## src/rtl/fetch_stage.sv

```systemverilog
// Instruction fetch stage: 256-byte byte-addressed instruction memory, PC, and the
// IF/ID register, sequenced by an IDLE/RUN/HALT controller.
module fetch_stage #(
   parameter logic [7:0] RESET_PC = 8'h00,
   parameter logic [3:0] HALT_OP  = 4'hF
) (
   input  logic        clk,
   input  logic        rst_n,
   input  logic        start,
   input  logic        stall,
   input  logic        branch_taken,
   input  logic [7:0]  branch_target,
   input  logic        imem_we,
   input  logic [7:0]  imem_addr,
   input  logic [7:0]  imem_wdata,
   output logic [31:0] instr,
   output logic [7:0]  pc_out,
   output logic [3:0]  rs,
   output logic [3:0]  rt,
   output logic [3:0]  rd,
   output logic        valid,
   output logic        halted,
   output logic [1:0]  dbg_state
);

   // Handshake: there is no backpressure on the output side; valid qualifies
   // instr/pc_out every cycle, and stall is the only hold request from downstream.

   typedef enum logic [1:0] {
      ST_IDLE = 2'd0,
      ST_RUN  = 2'd1,
      ST_HALT = 2'd2
   } state_t;

   state_t      state, state_nxt;
   logic [7:0]  pc, pc_nxt;
   logic [31:0] instr_nxt;
   logic [7:0]  pc_out_nxt;
   logic        valid_nxt;

   logic [7:0]  mem [256];
   logic [7:0]  addr1, addr2, addr3;
   logic [31:0] fetch_word;
   logic [7:0]  redirect_pc;
   logic        unused_target_lsbs;

   // Memory has no reset so its contents survive rst_n; reads are combinational,
   // so a fetch on a write edge naturally sees the old byte.
   always_ff @(posedge clk) begin
      if (imem_we) begin
         mem[imem_addr] <= imem_wdata;
      end
   end

   assign addr1       = pc + 8'd1;
   assign addr2       = pc + 8'd2;
   assign addr3       = pc + 8'd3;
   assign fetch_word  = {mem[pc], mem[addr1], mem[addr2], mem[addr3]};
   assign redirect_pc = {branch_target[7:2], 2'b00};
   assign unused_target_lsbs = ^branch_target[1:0];

   always_comb begin
      state_nxt  = state;
      pc_nxt     = pc;
      instr_nxt  = instr;
      pc_out_nxt = pc_out;
      valid_nxt  = valid;
      case (state)
         ST_IDLE: begin
            if (start) begin
               state_nxt = ST_RUN;
            end
         end
         ST_RUN: begin
            if (branch_taken) begin
               pc_nxt    = redirect_pc;
               instr_nxt = 32'h0;
               valid_nxt = 1'b0;
            end else if (!stall) begin
               instr_nxt  = fetch_word;
               pc_out_nxt = pc;
               valid_nxt  = 1'b1;
               pc_nxt     = pc + 8'd4;
               if (fetch_word[31:28] == HALT_OP) begin
                  state_nxt = ST_HALT;
               end
            end
         end
         ST_HALT: begin
            // The halt word stays visible until the first unstalled cycle in HALT.
            if (branch_taken) begin
               state_nxt = ST_RUN;
               pc_nxt    = redirect_pc;
               instr_nxt = 32'h0;
               valid_nxt = 1'b0;
            end else if (!stall) begin
               valid_nxt = 1'b0;
            end
         end
         default: begin
            state_nxt = ST_IDLE;
         end
      endcase
   end

   always_ff @(posedge clk or negedge rst_n) begin
      if (!rst_n) begin
         state  <= ST_IDLE;
         pc     <= RESET_PC;
         instr  <= 32'h0;
         pc_out <= 8'h00;
         valid  <= 1'b0;
         halted <= 1'b0;
      end else begin
         state  <= state_nxt;
         pc     <= pc_nxt;
         instr  <= instr_nxt;
         pc_out <= pc_out_nxt;
         valid  <= valid_nxt;
         halted <= (state_nxt == ST_HALT);
      end
   end

   assign rs        = instr[27:24];
   assign rt        = instr[23:20];
   assign rd        = instr[19:16];
   assign dbg_state = state;

endmodule

```

## config.mk

```make
export PLATFORM = sky130hd
export DESIGN_NAME = fetch_stage
export DESIGN_NICKNAME = d
export VERILOG_FILES = /design/src/rtl/fetch_stage.sv
export SDC_FILE = /design/constraint.sdc
export NUM_CORES = 2
export LEC_CHECK = 0
export CAP_MARGIN = 0
export CORE_ASPECT_RATIO = 0.9
export CORE_MARGIN = 2
export CORE_UTILIZATION = 30
export DETAILED_ROUTE_END_ITERATION = 10
export HOLD_SLACK_MARGIN = 0.12
export REMOVE_ABC_BUFFERS = 1
export SLEW_MARGIN = 25
export SYNTH_ARGS = -nofsm -noshare
export SYNTH_HDL_FRONTEND = slang
export SYNTH_SLANG_ARGS = --single-unit
```

## constraint.sdc

```tcl
create_clock -name clk -period 2.3 [get_ports clk]
set_input_delay 0.46 -clock clk [delete_from_list [all_inputs] [get_ports clk]]
set_output_delay 0.46 -clock clk [all_outputs]
set_load 0.01 [all_outputs]
```

==> results.json <==
{
  "slew_headroom": 0.455,
  "ff_latch_area_mm2": 0.0627,
  "vias": 40400,
  "nets": 4465,
  "vias_per_cell": 4.94,
  "crit_required_ns": 3.02,
  "grt_use_total": 0.145,
  "h-tree-depth": 4,
  "post-route-min-period_ns": 2.69,
  "io_buffers": 81,
  "drt-pass1-iter-count": 7,
  "ant_nets": 0,
  "arrival_ns": 3.41,
  "dieArea_mm2": 0.274,
  "start_kind": "flip-flop",
  "syn_avg_cell_area_um2": 22.4,
  "yosysMostFrequentCell": "edfxtp_1",
  "cts_sinks": 2096,
  "violations": "negative setup slack",
  "yosys_warnings": 0,
  "coreArea_mm2": 0.269,
  "yosysTopAreaCell": "edfxtp_1",
  "initial_core_util": 0.301,
  "fp.dieH_um": 497,
  "clk_latency_ns": 0.85,
  "rows": 181,
  "post-place-ws_ns": -0.528,
  "die_width_um": 552,
  "drc": 0,
  "multi_input_area_mm2": 0.0177,
  "drt-total-wl_um": 206000,
  "ys_seq_area_frac": 0.773,
  "endpoint_kind": "flip-flop",
  "timing.fmax_mhz": 372,
  "grt_start_max_net_pins": 75,
  "grt_pass1_vias": 40100,
  "timing_worst_slew_pin_value_ns": 0.818,
  "setup_viol": 35,
  "maxSlewViolCount": 0,
  "area_growth_pct": 23.0,
  "ys.flop_type": "edfxtp_1",
  "path_max_fanout": 8,
  "ir_drop_mv": 0.665,
  "drive_gt1_frac": 0.386,
  "power_density_mw_per_mm2": 1100,
  "io_pins": 86,
  "cts_buffers": 196,
  "hold_viol": 0,
  "worstHoldPathType": "primary input to flip-flop",
  "crit_top_cell": "mux4_2",
  "synth_cell_types": 56,
  "setup.worst_path.class": "flip-flop to flip-flop",
  "status": "finished, violations left",
  "syn-cell-area_mm2": 0.0811,
  "globalRoute.totalOverflow": 0,
  "wl_per_cell_um": 25.2,
  "drt_iter0_drc": 4884,
  "slowest_stage": "mux4_2",
  "leakage_nw": 32.2,
  "cts_tree": "yes",
  "grt_pass1_wl_um": 291000,
  "drv_cap": 0,
  "netlist_instances": 3619,
  "synth_top_area_frac": 0.758,
  "skew_ns": 0.0291,
  "layout_setup_ws_ns": -0.389,
  "fin_crit_sh": 1.17,
  "finalWeightedCongestion": 0.793,
  "synth_seq_cells": 2096,
  "synthTopCellsByArea": "edfxtp_1 (76%), mux4_2 (17%), dfrtp_1 (1.5%)",
  "clockBufferDepth": 3,
  "nFillCells": 24400,
  "ys_top_cells_by_count": "edfxtp_1 (2048), mux4_2 (609), nor2_1 (291)",
  "rsz0062_at_grt": "yes",
  "cts_root_buf": "clkbuf_16",
  "antenna_found_initial": 13,
  "dp_hpwl_um": 129000,
  "tns_ns": -11.08,
  "clk_pin_slew_worst_paths_ns": 0.06,
  "synth_edf_count": 2048,
  "async_reset_ff_frac": 0.0229,
  "worstPathCellList": "buf_12 > clkbuf_16 > buf_6 > mux4_2 > mux4_2 > mux2i_1 > buf_4 > o21ai_1",
  "slowest_delay_ns": 0.54
}
==> flip-flops by register name, indices dropped and copies added (netlist names) <==
name,count
pc_out,6
mem,2048
instr,32
halted,1
pc,6
valid,1
dbg_state,2
==> worst max-delay path: cells and delay by family (launching register included) <==
family,cells,cell delay [ns]
compound gates,1,0.05
buf+inv,4,0.75
flops,1,0.44
mux,3,1.32
==> where the power goes <==
part	switching, mW	internal, mW	leakage [nW]
Sequential	0.534	42.3	19.0
Clock	14.1	17.4	2.99
Combinational	17.0	18.5	10.2
==> per-stage QoR <==
| stage | cells | total power, mW | hold slack, ns | util | instance area [um2] |
|---|---|---|---|---|---|
| 6_report | 8169 | 110 | 0.164 | 0.370 | 99800 |
| 5_1_grt | 8165 | 114 | 0.132 | 0.370 | 99700 |
| 4_1_cts | 8098 | 109 | 0.128 | 0.366 | 98700 |
| 3_5_place_dp | 7687 | 75.0 | 0.466 | 0.339 | 91400 |
| 3_3_place_gp | 7687 | 74.9 | 0.468 | 0.339 | 91400 |
| 2_1_floorplan | 3398 | 51.2 | 0.164 | - | 80000 |
==> logic make-up after synthesis <==
| logic type | synth area share |
|---|---|
| xor gates and xnor gates | 0.000108 |
| buffers and inverters | 0.0142 |
| AOI/OAI and AO/OA | 0.0115 |
| muxes | 0.178 |
| other | 0.0000462 |
| and+or+nand+nor | 0.0233 |
| DFF | 0.773 |
| adders and majority gates | 0.000154 |
==> placed cells by master, fill, tap and decap left out, types with 6 or more instances in the layout <==
cell,count
a21oi_1,35
a21oi_2,22
buf_12,108
buf_16,20
buf_4,567
buf_6,38
buf_8,10
bufinv_16,13
clkbuf_1,56
clkbuf_16,210
clkdlybuf4s50_1,25
clkinv_1,39
clkinv_2,29
clkinvlp_4,6
dfrtp_1,18
dfrtp_2,26
diode_2,6
dlygate4sd2_1,42
dlygate4sd3_1,8
edfxtp_1,2048
mux2_2,17
mux2i_1,32
mux2i_2,11
mux4_2,609
nand2_1,102
nand2_2,14
nand3_1,14
nor2_1,284
nor2b_1,16
nor3_1,7
o21ai_0,7
o21ai_1,24
o22ai_1,6
==> area by class of cell <==
type	instances	share of cell area
clock buffer	257	0.0521
clock inverter	102	0.00967
antenna	6	0.000151
inverter	5	0.000213
timing repair buffer	838	0.0870
sequential	2096	0.629
tap	3568	0.0448
multi-input combinational	1297	0.177
==> metal layers <==
metal / vias to the layer above / part of all wire / track usage
met4: 4 / 0.016 / 0.0313
met2: 1641 / 0.46 / 0.222
met5: - / 0.00015 / 0
met1: 21700 / 0.44 / 0.214
met3: 245 / 0.080 / 0.0305
li1: 16800 / - / -
==> repair_timing <==
| action | CTS | global route |
|---|---|---|
| resized for setup | 163 | 89 |
| setup buffers | 38 | 53 |
| hold buffers | 8 | 0 |
| pin swaps | 15 | 18 |
| endpoints found under the hold margin | 339 | 0 |
| setup endpoints to repair | 83 | 39 |
| gates cloned | 7 | 16 |
==> worst paths after layout <==
kind                       slack (ns)               endpoint                  start  cells after the start
setup / recovery                -0.39  instr[17]$_DFFE_PN0P_      pc[2]$_DFFE_PN0P_                      8
hold / removal                   0.16   mem[19][4]$_DFFE_PP_          imem_wdata[4]                      1
setup reg to reg                -0.39  instr[17]$_DFFE_PN0P_      pc[2]$_DFFE_PN0P_                      8
hold reg to reg                  0.48  pc_out[4]$_DFFE_PN0P_  pc_out[4]$_DFFE_PN0P_                      2
max in group asynchronous        1.52   instr[8]$_DFFE_PN0P_                  rst_n                      3
min in group asynchronous        0.17  pc_out[4]$_DFFE_PN0P_                  rst_n                      2
(Power assumes the default switching activity.)
